<file path="src/rtl/io_port_ctrl.sv">
// io_port_ctrl: CPU IN/OUT port decoder with status/halt port, output latches and FIFO input stream.
// Optional IO_PORT_TRACE_EN adds simulation-only access tracing.
module io_port_ctrl #(
    parameter int WORD_SIZE  = 16,
    parameter int NUM_PORTS  = 4,
    parameter int FIFO_DEPTH = 4
) (
    input  logic                           clk,
    input  logic                           reset,
    input  logic [WORD_SIZE-1:0]           portaddr,
    input  logic [WORD_SIZE-1:0]           portval,
    input  logic                           portget,
    input  logic                           portset,
    output logic [WORD_SIZE-1:0]           portout,
    output logic                           portack,
    output logic                           halted,
    output logic [NUM_PORTS*WORD_SIZE-1:0] port_data,
    output logic [NUM_PORTS-1:0]           port_strobe,
    input  logic [WORD_SIZE-1:0]           in_data,
    input  logic                           in_valid,
    output logic                           in_ready,
    output logic                           err
);

    localparam int AW = (NUM_PORTS > 2) ? $clog2(NUM_PORTS) : 1;
    localparam int FW = $clog2(FIFO_DEPTH);
    localparam int PW = FW + 1;

    logic [PW-1:0]        wptr, rptr;
    logic [WORD_SIZE-1:0] mem [FIFO_DEPTH];
    logic [WORD_SIZE-1:0] lat [NUM_PORTS];

    logic                 empty, full;
    logic                 is0, is1, in_range;
    logic                 push, pop, wr_go, wr_err, rd_err;
    logic [AW-1:0]        sel;
    logic [WORD_SIZE-1:0] rd_val, status;

    assign is0      = (portaddr == '0);
    assign is1      = (portaddr == WORD_SIZE'(1));
    assign in_range = (portaddr < WORD_SIZE'(NUM_PORTS));
    assign sel      = portaddr[AW-1:0];

    // Extra pointer bit distinguishes full from empty when indices match.
    assign empty = (wptr == rptr);
    assign full  = (wptr[FW-1:0] == rptr[FW-1:0]) &&
                   (wptr[PW-1] != rptr[PW-1]);

    assign in_ready = !full;
    assign push     = in_valid && !full;
    assign pop      = portget && is1 && !empty;
    assign wr_go    = portset && !halted;
    assign wr_err   = wr_go && !in_range;

    assign status = WORD_SIZE'({err, full, !empty, halted});

    always_comb begin
        rd_val = '0;
        rd_err = 1'b0;
        unique case (1'b1)
            is0: rd_val = status;
            is1: begin
                if (empty) rd_err = 1'b1;
                else       rd_val = mem[rptr[FW-1:0]];
            end
            (in_range && !is0 && !is1): rd_val = lat[sel];
            default: rd_err = 1'b1;
        endcase
    end

    always_ff @(posedge clk or posedge reset) begin
        if (reset) begin
            portout     <= '0;
            portack     <= 1'b0;
            halted      <= 1'b0;
            port_strobe <= '0;
            err         <= 1'b0;
            wptr        <= '0;
            rptr        <= '0;
            for (int k = 0; k < NUM_PORTS; k++) lat[k] <= '0;
            for (int k = 0; k < FIFO_DEPTH; k++) mem[k] <= '0;
        end else begin
            portack     <= portget || wr_go;
            port_strobe <= '0;
            if (portget) portout <= rd_val;
            if (push) begin
                mem[wptr[FW-1:0]] <= in_data;
                wptr              <= wptr + PW'(1);
            end
            if (pop) rptr <= rptr + PW'(1);
            if ((portget && rd_err) || wr_err) err <= 1'b1;
            if (wr_go && is0) halted <= 1'b1;
            // Latch 0 is never written so slice 0 stays zero.
            if (wr_go && in_range && !is0) begin
                lat[sel]         <= portval;
                port_strobe[sel] <= 1'b1;
            end
        end
    end

    for (genvar k = 0; k < NUM_PORTS; k++) begin : g_pd
        assign port_data[k*WORD_SIZE +: WORD_SIZE] = lat[k];
    end

`ifdef IO_PORT_TRACE_EN
    always @(posedge clk) begin
        if (!reset) begin
            if (wr_go)
                $display("Output %0d on port %0d", portval, portaddr);
            if (portget)
                $display("Input from port %0d", portaddr);
            if (wr_go && is0) begin
                $display("Machine halting");
                $stop;
            end
        end
    end
`else
`endif

endmodule

</file>
<file path="config.mk">
export PLATFORM = sky130hd
export DESIGN_NAME = io_port_ctrl
export DESIGN_NICKNAME = d
export VERILOG_FILES = /design/src/rtl/io_port_ctrl.sv
export SDC_FILE = /design/constraint.sdc
export NUM_CORES = 1
export LEC_CHECK = 0
export CAP_MARGIN = 40
export CORE_MARGIN = 2
export CORE_UTILIZATION = 51
export CTS_CLUSTER_SIZE = 25
export DETAILED_ROUTE_END_ITERATION = 12
export PLACE_DENSITY = 0.76
export SLEW_MARGIN = 15
export SYNTH_ARGS = -nofsm -noshare
export SYNTH_HDL_FRONTEND = slang
export SYNTH_SLANG_ARGS = --single-unit
export TNS_END_PERCENT = 20
</file>
<file path="constraint.sdc">
create_clock -name clk -period 6.04 [get_ports clk]
set_clock_uncertainty 0.2 [all_clocks]
set_input_delay 1.208 -clock clk [delete_from_list [all_inputs] [get_ports clk]]
set_output_delay 1.208 -clock clk [all_outputs]
set_load 0.05 [all_outputs]
</file>
==> summary.md <==
| Metric | Value |
|---|---|
| Global-route wire length before repair | 24.1 mm |
| Wire length per cell | 19.6 um |
| ANT nets after route | 0 |
| Number of global-route vias before repair | 4420 |
| Seq/Total Area, Yosys | 0.572 |
| CTS resizes | 0 |
| Clock tree root driver cell | clkbuf_16 |
| Worst r2r src | rptr[0]$_DFFE_PP0P_ |
| Post-synthesis cell type count | 40 |
| Min Tclk post-route | 3570 ps |
| Pre-CTS setup slack | 1900 ps |
| Worst-skew pair later-pin latency | 420 ps |
| Row cnt | 42 |
| Multi-input logic area | 2670 sq um |
| Reg clk slew, reported paths | 60 ps |
| CTS H-Tree Depth | 4 |
| Commonest non-fill, non-tap cells in the layout | 157 x dfrtp_1, 140 x clkdlybuf4s50_1, 87 x mux2_2 |
| Routed vias | 4106 |
| Hold EP | port_data[6]$_DFFE_PP0P_ |
| Reg2reg setup slack | 3790 ps |
| Commonest non-fill, non-tap cell in the layout | dfrtp_1 |
| Worst hold path type | flip-flop to flip-flop |
| Final Hold Fails | 0 |
| Worst Max-Slew Pin Slew | 707 ps |
| Clk buf depth | 2 |
| Post-Synthesis Cells | 450 |
| Placer Congestion | 0.732 |
| Fillers | 932 |
| Period utilisation layout | 0.591 |
| Placeable Area | 13200 sq um |
| TritonCTS clock tree | yes |
| Layout cell share with drive strength beyond 1 | 0.311 |
| Largest net degree at the start of global routing | 84 |
| # diodes | 0 |
| Slew Limit Headroom | 0.527 |
| IO buf count | 140 |
| Max cap viols | 0 |
| GR peak layer | met2 |
| Arrival time worst endpoint | 2160 ps |
| Crit path capture type | output pin |
| Clk sinks | 157 |
| Yosys warnings | 0 |
| Die width | 120 um |
| Static Leak | 4.17 nW |
| Final worst setup slack | 2470 ps |
| Reg2reg end | rptr[1]$_DFFE_PP0P_ |
| WHS Path Cells | 0 |
| Total CTS buffers | 17 |
| Pwr Density | 361 nW/um^2 |
| Drc violations | 0 |
| Min-delay src | port_data[6]$_DFFE_PP0P_ |
| Cell depth of the worst flop-to-flop path | 5 |
| M3 GR Usage | 0.0452 |
| Overall routing resource usage | 0.219 |
| CP max FO | 19 |
| Fin nets | 635 |
| Unrepaired setup endpoints after global routing | no |
| Setup TNS | 0 ps |
| Die ar. | 14400 sq um |
| Iter 0 DRT Violations | 251 |
| GR Util met1 | 0.294 |
| Flops & latches, synth | 157 |
| Syn_nets | 508 |
| Met2 GRT Util | 0.360 |
| Reg area | 3930 sq um |
| Ports | 141 |
| Drt total wl | 15.0 mm |
| Worst Path Required | 4630 ps |
| Dpl hpwl | 10.4 mm |
| Timing-limited maximum frequency | 280 MHz |
| Crit path kind | flip-flop to output pin |
| Synth Area per Inst | 15.3 sq um |
| Drt first pass iters | 4 |
| Vias per cell | 5.37 |
| Maximum vdd drop | 0.212 mV |
| Post-CTS setup buffer count | 0 |
| GRT overflow | 0 |
| Crit start category | flip-flop |
| Mapped Area | 6870 sq um |
| Die Ht | 120 um |
| Setup violators final | 0 |
| Layout area overhead | 30.8% |
| Pins Over Slew Limit | 0 |
| Initial antenna violation count | 0 |
| Status | complete, no violations |
| Hold-fix buffers, CTS | 0 |
| Initial Util | 0.520 |
[state kept, by name, summed over array words and instances, names as in the netlist]
register / count
mem: 64
port_data: 64
portout: 16
port_strobe: 4
rptr: 3
wptr: 3
err: 1
halted: 1
portack: 1
[kinds of logic (layout without fill, tap and decap cells)]
family	Yosys count	after routing	synth area share
other	1	1	0.000546
adder cells (fa/ha/maj)	5	5	0.00911
buffers and inverters	57	195	0.0388
XOR/XNOR	7	7	0.0128
AO/OA/AOI/OAI	41	41	0.0421
flip-flops	157	157	0.572
multiplexers	146	146	0.289
AND/OR/NAND/NOR	36	36	0.0354
[cell type report]
class | instances | area share
Multi-Input combinational cell | 236 | 0.297
Clock buffer | 22 | 0.0528
Timing Repair Buffer | 146 | 0.166
Inverter | 19 | 0.00850
Tap cell | 176 | 0.0245
Clock inverter | 8 | 0.0128
Sequential cell | 157 | 0.438
[layer usage]
metal	wire length, um	vias to the layer above
li1	-	1875
met2	7340	120
met3	714	20
met1	6720	2091
met5	0	-
met4	234	0
[synthesized netlist by cell type, drive strengths merged]
cell type	instances	area (sq um)
nor2b	1	6.26
mux2i	4	40.0
buf	13	101
o311ai	2	17.5
nor4	3	18.8
conb	1	3.75
a21o	1	7.51
and3	1	6.26
nand2b	1	6.26
nand4	4	55.1
mux2	126	1570
a21oi	3	15.0
xor2	1	8.76
o31ai	3	22.5
xnor2	6	78.8
nor2	6	22.5
a31oi	2	27.5
and4	1	8.76
mux4	16	379
nand3b	1	7.51
and2	1	6.26
nand2	12	75.1
ha	5	62.6
inv	19	71.3
nand3	5	30.0
a32oi	12	105
dfrtp	157	3930
clkbuf	25	93.8
a31o	1	8.76
o21ai	17	85.1
[power by group]
| group | total (W) | switching [W] | internal (W) |
|---|---|---|---|
| Clock | 0.00107 | 0.000396 | 0.000674 |
| Combinational | 0.000751 | 0.000287 | 0.000464 |
| Sequential | 0.00142 | 0.000132 | 0.00129 |
| Total | 0.00324 | 0.000814 | 0.00242 |
[how the worst max path moves through the flow]
stage                         from                         to  slack [ps]  depth (start not counted)
2_1_floorplan                reset            err$_DFFE_PP0P_         400                          1
3_3_place_gp          portaddr[15]  port_data[29]$_DFFE_PP0P_        2000                          5
3_5_place_dp          portaddr[10]  port_data[30]$_DFFE_PP0P_        1900                          5
4_1_cts               portaddr[10]  port_data[30]$_DFFE_PP0P_        2340                          5
5_1_grt        rptr[0]$_DFFE_PP0P_                   in_ready        2350                          4
6_report       rptr[0]$_DFFE_PP0P_                   in_ready        2470                          4
[through the flow]
step	utilization	total power, W	cells	hold slack, ps	cell area [sq um]
2_1_floorplan	-	0.00200	450	264	6870
3_3_place_gp	0.631	0.00214	731	164	8320
3_5_place_dp	0.635	0.00219	733	164	8370
4_1_cts	0.680	0.00327	763	177	8960
5_1_grt	0.681	0.00339	764	183	8980
6_report	0.681	0.00324	764	172	8980
[worst max-delay path, stage by stage (launching register included)]
cell and delay [ps]:
dfrtp_1 320, buf_4 360, xnor2_4 150, nand3_1 110, clkdlybuf4s50_1 810
No activity file was read; power rests on OpenSTA's default activity.
